## config.mk

```make
export PLATFORM = sky130hd
export DESIGN_NAME = cp0_exc_unit
export DESIGN_NICKNAME = d
export VERILOG_FILES = /design/src/rtl/cp0_exc_unit.sv
export SDC_FILE = /design/constraint.sdc
export NUM_CORES = 1
export LEC_CHECK = 0
export ABC_CLOCK_PERIOD_IN_PS = 2900
export CAP_MARGIN = 20
export CORE_AREA = 4 4 171 173
export DETAILED_ROUTE_END_ITERATION = 7
export DIE_AREA = 0 0 175 177
export SLEW_MARGIN = 20
export SYNTH_ARGS = -nofsm -noshare
export SYNTH_HDL_FRONTEND = slang
export SYNTH_SLANG_ARGS = --single-unit
```

## constraint.sdc

```tcl
create_clock -name clk -period 2.9 [get_ports clk]
set_input_delay 0.58 -clock clk [delete_from_list [all_inputs] [get_ports clk]]
set_output_delay 0.58 -clock clk [all_outputs]
set_load 0.01 [all_outputs]
```

## src/rtl/cp0_exc_unit.sv

```systemverilog
// ============================================================================
// cp0_exc_unit: coprocessor-0 registers and precise-exception/interrupt commit
// Revision: 1.0
// ============================================================================
`default_nettype none

module cp0_exc_unit #(
  parameter int          NUM_HW_INT = 6,
  parameter logic [31:0] EXC_VECTOR = 32'hBFC00380,
  parameter int          COUNT_DIV  = 2
) (
  input  logic                  clk,
  input  logic                  rst,
  input  logic                  valid_m,
  input  logic                  stall_m,
  input  logic [7:0]            except_m,
  input  logic                  is_slot_m,
  input  logic [31:0]           pc_m,
  input  logic [31:0]           bad_addr_m,
  input  logic                  we_m,
  input  logic [4:0]            waddr_m,
  input  logic [31:0]           wdata_m,
  input  logic [4:0]            raddr_d,
  output logic [31:0]           rdata_d,
  input  logic [NUM_HW_INT-1:0] int_i,
  output logic                  flush_o,
  output logic [31:0]           new_pc_o,
  output logic [31:0]           epc_o,
  output logic                  timer_int_o
);

  localparam logic [4:0] C_ADDR_BADVADDR = 5'd8;
  localparam logic [4:0] C_ADDR_COUNT    = 5'd9;
  localparam logic [4:0] C_ADDR_COMPARE  = 5'd11;
  localparam logic [4:0] C_ADDR_STATUS   = 5'd12;
  localparam logic [4:0] C_ADDR_CAUSE    = 5'd13;
  localparam logic [4:0] C_ADDR_EPC      = 5'd14;
  localparam logic [3:0] C_PRESCALE_MAX  = 4'(COUNT_DIV - 1);

  logic [31:0]           badvaddr_q, badvaddr_d;
  logic [31:0]           count_q, count_d;
  logic [31:0]           compare_q, compare_d;
  logic [31:0]           epc_q, epc_d;
  logic [7:0]            im_q, im_d;
  logic                  exl_q, exl_d;
  logic                  ie_q, ie_d;
  logic                  bd_q, bd_d;
  logic                  ti_q, ti_d;
  logic [4:0]            exccode_q, exccode_d;
  logic [1:0]            ip_sw_q, ip_sw_d;
  logic [NUM_HW_INT-1:0] int_q;
  logic [3:0]            prescale_q, prescale_d;

  logic [5:0]  hw_ip;
  logic [7:0]  ip;
  logic [31:0] status_rd, cause_rd;
  logic        int_pend, commit, exc_take, eret_take;
  logic [4:0]  code;
  logic        sel_fetch, sel_data;
  logic        tick, cnt_upd, cmp_wr, mtc0_en;

  // Unused hardware IP bits read as zero; the timer shares IP[15].
  always_comb begin
    hw_ip = '0;
    hw_ip[NUM_HW_INT-1:0] = int_q;
    hw_ip[5] = hw_ip[5] | ti_q;
  end

  assign ip        = {hw_ip, ip_sw_q};
  assign status_rd = {9'b0, 1'b1, 6'b0, im_q, 6'b0, exl_q, ie_q};
  assign cause_rd  = {bd_q, ti_q, 14'b0, ip, 1'b0, exccode_q, 2'b0};

  assign int_pend  = ie_q & ~exl_q & (|(ip & im_q));
  assign commit    = ~rst & valid_m & ~stall_m & (int_pend | (|except_m));
  assign exc_take  = commit & (int_pend | (|{except_m[7:5], except_m[3:0]}));
  assign eret_take = commit & ~exc_take & except_m[4];

  always_comb begin
    code      = 5'h00;
    sel_fetch = 1'b0;
    sel_data  = 1'b0;
    if (int_pend) begin
      code = 5'h00;
    end else if (except_m[7]) begin
      code      = 5'h04;
      sel_fetch = 1'b1;
    end else if (except_m[3]) begin
      code = 5'h0A;
    end else if (except_m[6]) begin
      code = 5'h08;
    end else if (except_m[5]) begin
      code = 5'h09;
    end else if (except_m[2]) begin
      code = 5'h0C;
    end else if (except_m[1]) begin
      code     = 5'h04;
      sel_data = 1'b1;
    end else if (except_m[0]) begin
      code     = 5'h05;
      sel_data = 1'b1;
    end
  end

  assign mtc0_en = we_m & ~stall_m & ~exc_take;
  assign tick    = (prescale_q == C_PRESCALE_MAX);

  always_comb begin
    badvaddr_d = badvaddr_q;
    count_d    = count_q;
    compare_d  = compare_q;
    epc_d      = epc_q;
    im_d       = im_q;
    exl_d      = exl_q;
    ie_d       = ie_q;
    bd_d       = bd_q;
    ti_d       = ti_q;
    exccode_d  = exccode_q;
    ip_sw_d    = ip_sw_q;
    prescale_d = tick ? 4'd0 : prescale_q + 4'd1;
    cnt_upd    = tick;
    cmp_wr     = 1'b0;
    if (tick) count_d = count_q + 32'd1;

    if (exc_take) begin
      exccode_d = code;
      exl_d     = 1'b1;
      if (!exl_q) begin
        epc_d = is_slot_m ? pc_m - 32'd4 : pc_m;
        bd_d  = is_slot_m;
      end
      if (sel_fetch) badvaddr_d = pc_m;
      if (sel_data)  badvaddr_d = bad_addr_m;
    end else if (eret_take) begin
      exl_d = 1'b0;
    end

    if (mtc0_en) begin
      case (waddr_m)
        C_ADDR_COUNT: begin
          count_d    = wdata_m;
          prescale_d = 4'd0;
          cnt_upd    = 1'b1;
        end
        C_ADDR_COMPARE: begin
          compare_d = wdata_m;
          cmp_wr    = 1'b1;
        end
        C_ADDR_STATUS: begin
          im_d  = wdata_m[15:8];
          exl_d = wdata_m[1];
          ie_d  = wdata_m[0];
        end
        C_ADDR_CAUSE: ip_sw_d = wdata_m[9:8];
        C_ADDR_EPC:   epc_d   = wdata_m;
        default: ;
      endcase
    end

    // Match is evaluated only when Count moves, so Count==Compare==0 out of reset stays quiet.
    if (cmp_wr) ti_d = 1'b0;
    else if (cnt_upd && (count_d == compare_d)) ti_d = 1'b1;
  end

  always_ff @(posedge clk) begin
    if (rst) begin
      badvaddr_q <= '0;
      count_q    <= '0;
      compare_q  <= '0;
      epc_q      <= '0;
      im_q       <= '0;
      exl_q      <= 1'b0;
      ie_q       <= 1'b0;
      bd_q       <= 1'b0;
      ti_q       <= 1'b0;
      exccode_q  <= '0;
      ip_sw_q    <= '0;
      int_q      <= '0;
      prescale_q <= '0;
    end else begin
      badvaddr_q <= badvaddr_d;
      count_q    <= count_d;
      compare_q  <= compare_d;
      epc_q      <= epc_d;
      im_q       <= im_d;
      exl_q      <= exl_d;
      ie_q       <= ie_d;
      bd_q       <= bd_d;
      ti_q       <= ti_d;
      exccode_q  <= exccode_d;
      ip_sw_q    <= ip_sw_d;
      int_q      <= int_i;
      prescale_q <= prescale_d;
    end
  end

  always_comb begin
    case (raddr_d)
      C_ADDR_BADVADDR: rdata_d = badvaddr_q;
      C_ADDR_COUNT:    rdata_d = count_q;
      C_ADDR_COMPARE:  rdata_d = compare_q;
      C_ADDR_STATUS:   rdata_d = status_rd;
      C_ADDR_CAUSE:    rdata_d = cause_rd;
      C_ADDR_EPC:      rdata_d = epc_q;
      default:         rdata_d = 32'd0;
    endcase
  end

  assign flush_o     = exc_take | eret_take;
  assign new_pc_o    = exc_take ? EXC_VECTOR : (eret_take ? epc_q : 32'd0);
  assign epc_o       = epc_q;
  assign timer_int_o = ti_q;

endmodule

`default_nettype wire

```

==> out/qor.yml <==
setup_ws_ns: -0.234
die-area_sq_um: 31000
rsz0062_at_grt: "yes"
syn_avg_cell_area_sq_um: 7.78
chipWidth_microns: 175
max_freq_ghz: 0.319
drive_gt1_frac: 0.300
syn_to_final_growth_pct: 64.0
required_ns: 3.22
worstPathArrival_ns: 3.46
via_per_inst: 5.66
violations: "setup timing"
pre_cts_ws_ns: -1.04
slew_headroom: 0.430
grt_pass1_vias: 11600
syn_nets: 1403
setup_viol: 33
ios: 224
synth_top_cell_area_share: 0.315
syn_inst: 1275
finalHoldViolations: 0
fin_crit_sh: 1.08
grt_usage: 0.281
post-dp-hpwl_mm: 34.2
clk_latency_ns: 0.44
antenna_found_initial: 1
period_minus_slack_ns: 3.13
htree_levels: 4
root_buffer: "clkbuf_16"
synthDistinctLibCells: 83
wl_per_cell_microns: 21.6
p_leak_nw: 6.53
worst_pin_slew_ns: 0.855
outcome: "finished with violations"
skew_ns: 0.0173
report.final.slew_viol_count: 0
grt-ovfl-total: 0
synth_top_area_cell: "dfxtp_1"
ant_nets: 0
routed_wl_mm: 46.0
synthArstFlopShare: 0
cts.path.max_buffers: 2
cts_tree: "built"
start_util: 0.359
nets: 1868
num_rows: 61
ys_ff_latch: 156
r2r_slack_ns: -0.23
vias: 12100
die_h_microns: 177
netlist_area_sq_um: 9920
drc: 0
ys.flop_type: "dfxtp_1"
grt_max_degree: 78
yosysWarnings: 0
first_iter_violations: 1217
synth_area_leaders: "dfxtp_1, nor2_1, a211oi_1"
cts_hold_buf: 0
place.port_buffers: 223
place.gp.congestion: 1.01
detail_route.first_pass.iterations: 7
fin_util: 0.589
irDropWorstVdd_v: 0.000395
grt_pass1_wl_mm: 67.9
numCtsBuffers: 17
p_per_area_nw_per_um2: 353
crit_fanout: 7
power.total_w: 0.00574
worst_hold_path_type: "reg2reg"
critPathKind: "reg2reg"
synth-edff-count: 0
cts.sinks: 156
ys_seq_area_frac: 0.315
maxCapViolations: 0
crit_path_end_kind: "register"
core_area_sq_um: 27600
fin_tns_setup_ns: -6.39
startpoint_type: "register"
clk_pin_slew_ns: 0.07
critical path, cell delays in order (launching register included):
cell	delay, ns
dfxtp_2	0.32
or4b_4	0.55
or4_4	0.47
buf_12	0.17
nor3_4	0.14
xor2_2	0.24
buf_4	0.16
mux2i_1	0.18
a22oi_1	0.10
o2111a_1	0.27
and4_1	0.20
a31o_1	0.22
state kept, by name, summed over array words and instances (netlist names):
signal       count
int_q            6
count_q         32
ip_sw_q          2
im_q             8
exl_q            1
exccode_q        4
bd_q             1
badvaddr_q      32
prescale_q       4
epc_o           32
compare_q       32
timer_int_o      1
ie_q             1
power by group:
part | total, W | internal (W) | switching [W]
logic | 0.000982 | 0.000496 | 0.000485
clock network | 0.00249 | 0.00142 | 0.00107
registers | 0.00227 | 0.00220 | 0.0000682
worst paths after layout:
| kind | from | to | cells after the start |
|---|---|---|---|
| max | prescale_q[3]$_SDFF_PP0_ | timer_int_o$_SDFFE_PP0P_ | 11 |
| min reg2reg | exccode_q[1]$_SDFFE_PP0N_ | exccode_q[1]$_SDFFE_PP0N_ | 2 |
| max reg2reg | prescale_q[3]$_SDFF_PP0_ | timer_int_o$_SDFFE_PP0P_ | 11 |
| min | exccode_q[1]$_SDFFE_PP0N_ | exccode_q[1]$_SDFFE_PP0N_ | 2 |
stage by stage:
stage / hold slack (ns) / cells / cell area [sq um]
after floorplan: 0.428 / 1275 / 9950
after global placement: 0.443 / 2069 / 14600
after detailed placement: 0.449 / 2069 / 14600
after CTS: 0.459 / 2120 / 15800
after global routing: 0.485 / 2132 / 16300
final: 0.463 / 2132 / 16300
layer usage:
metal | vias up | global-route usage | wire length (microns)
li1 | 5582 | - | -
met1 | 5769 | 0.389 | 19600
met2 | 638 | 0.448 | 21000
met3 | 77 | 0.0615 | 4250
met4 | 0 | 0.0723 | 1160
met5 | - | 0 | 0
cells in the mapped netlist, types with 6 or more instances:
| cell | count |
|---|---|
| nor2_1 | 178 |
| dfxtp_1 | 156 |
| nand2_1 | 121 |
| a211oi_1 | 85 |
| a21oi_1 | 76 |
| a22oi_1 | 73 |
| clkbuf_1 | 72 |
| mux2i_1 | 62 |
| xnor2_1 | 47 |
| nor3_1 | 38 |
| nand3_1 | 33 |
| inv_1 | 31 |
| xor2_1 | 31 |
| and2_1 | 24 |
| o21ai_0 | 22 |
| nor4_1 | 21 |
| nor2b_1 | 17 |
| nand4_1 | 14 |
| buf_2 | 9 |
| o22ai_1 | 9 |
| or3_1 | 8 |
| buf_1 | 7 |
| mux2_2 | 7 |
| nand2b_1 | 7 |
| or4_1 | 7 |
| and3_1 | 6 |
| and4_1 | 6 |
| o31ai_1 | 6 |
cells by family (layout without fill, tap and decap cells):
family	Yosys count	after routing	synth area share
compound gates	335	335	0.236
flops	156	156	0.315
buf+inv	122	600	0.0488
other cells	0	1	0
xor+xnor	82	82	0.0780
simple gates	508	508	0.247
mux	70	70	0.0728
fa+ha+maj	2	2	0.00252
cells in the final DEF (no fill, tap or decap), types with 6 or more instances in the layout:
cell type	n
clkdlybuf4s50_1	140
o22ai_1	9
nor3_4	6
mux2i_1	58
mux2_2	7
clkbuf_16	20
dlymetal6s2s_1	9
nand4_1	14
dlygate4sd2_1	32
dfxtp_1	152
nor2b_1	16
nand2_1	106
nor4_1	15
and3_1	6
nor3_1	32
nand2_2	10
a21oi_1	73
buf_12	20
buf_6	41
buf_4	267
a211oi_1	77
nand3_1	29
o21ai_0	19
buf_2	11
a22oi_2	12
nor2_1	171
inv_1	30
xnor2_1	46
xor2_1	30
and2_4	20
a22oi_1	61
a211oi_2	8
layout make-up:
type / count / area (sq um)
clock buffer: 18 / 439
inverter: 32 / 120
clock inverter: 14 / 196
multi-input combinational: 997 / 6940
tap: 378 / 473
antenna: 1 / 2.50
timing repair buffer: 536 / 4970
fill: 2574 / 11400
sequential: 156 / 3130
repair_timing:
item	4_1_cts	5_1_grt
hold endpoints to repair	0	0
resized for setup	288	93
setup buffers	17	9
setup endpoints to repair	112	79
pin swaps	42	22
cloned	3	3
Power figures use the tool's default switching activity.
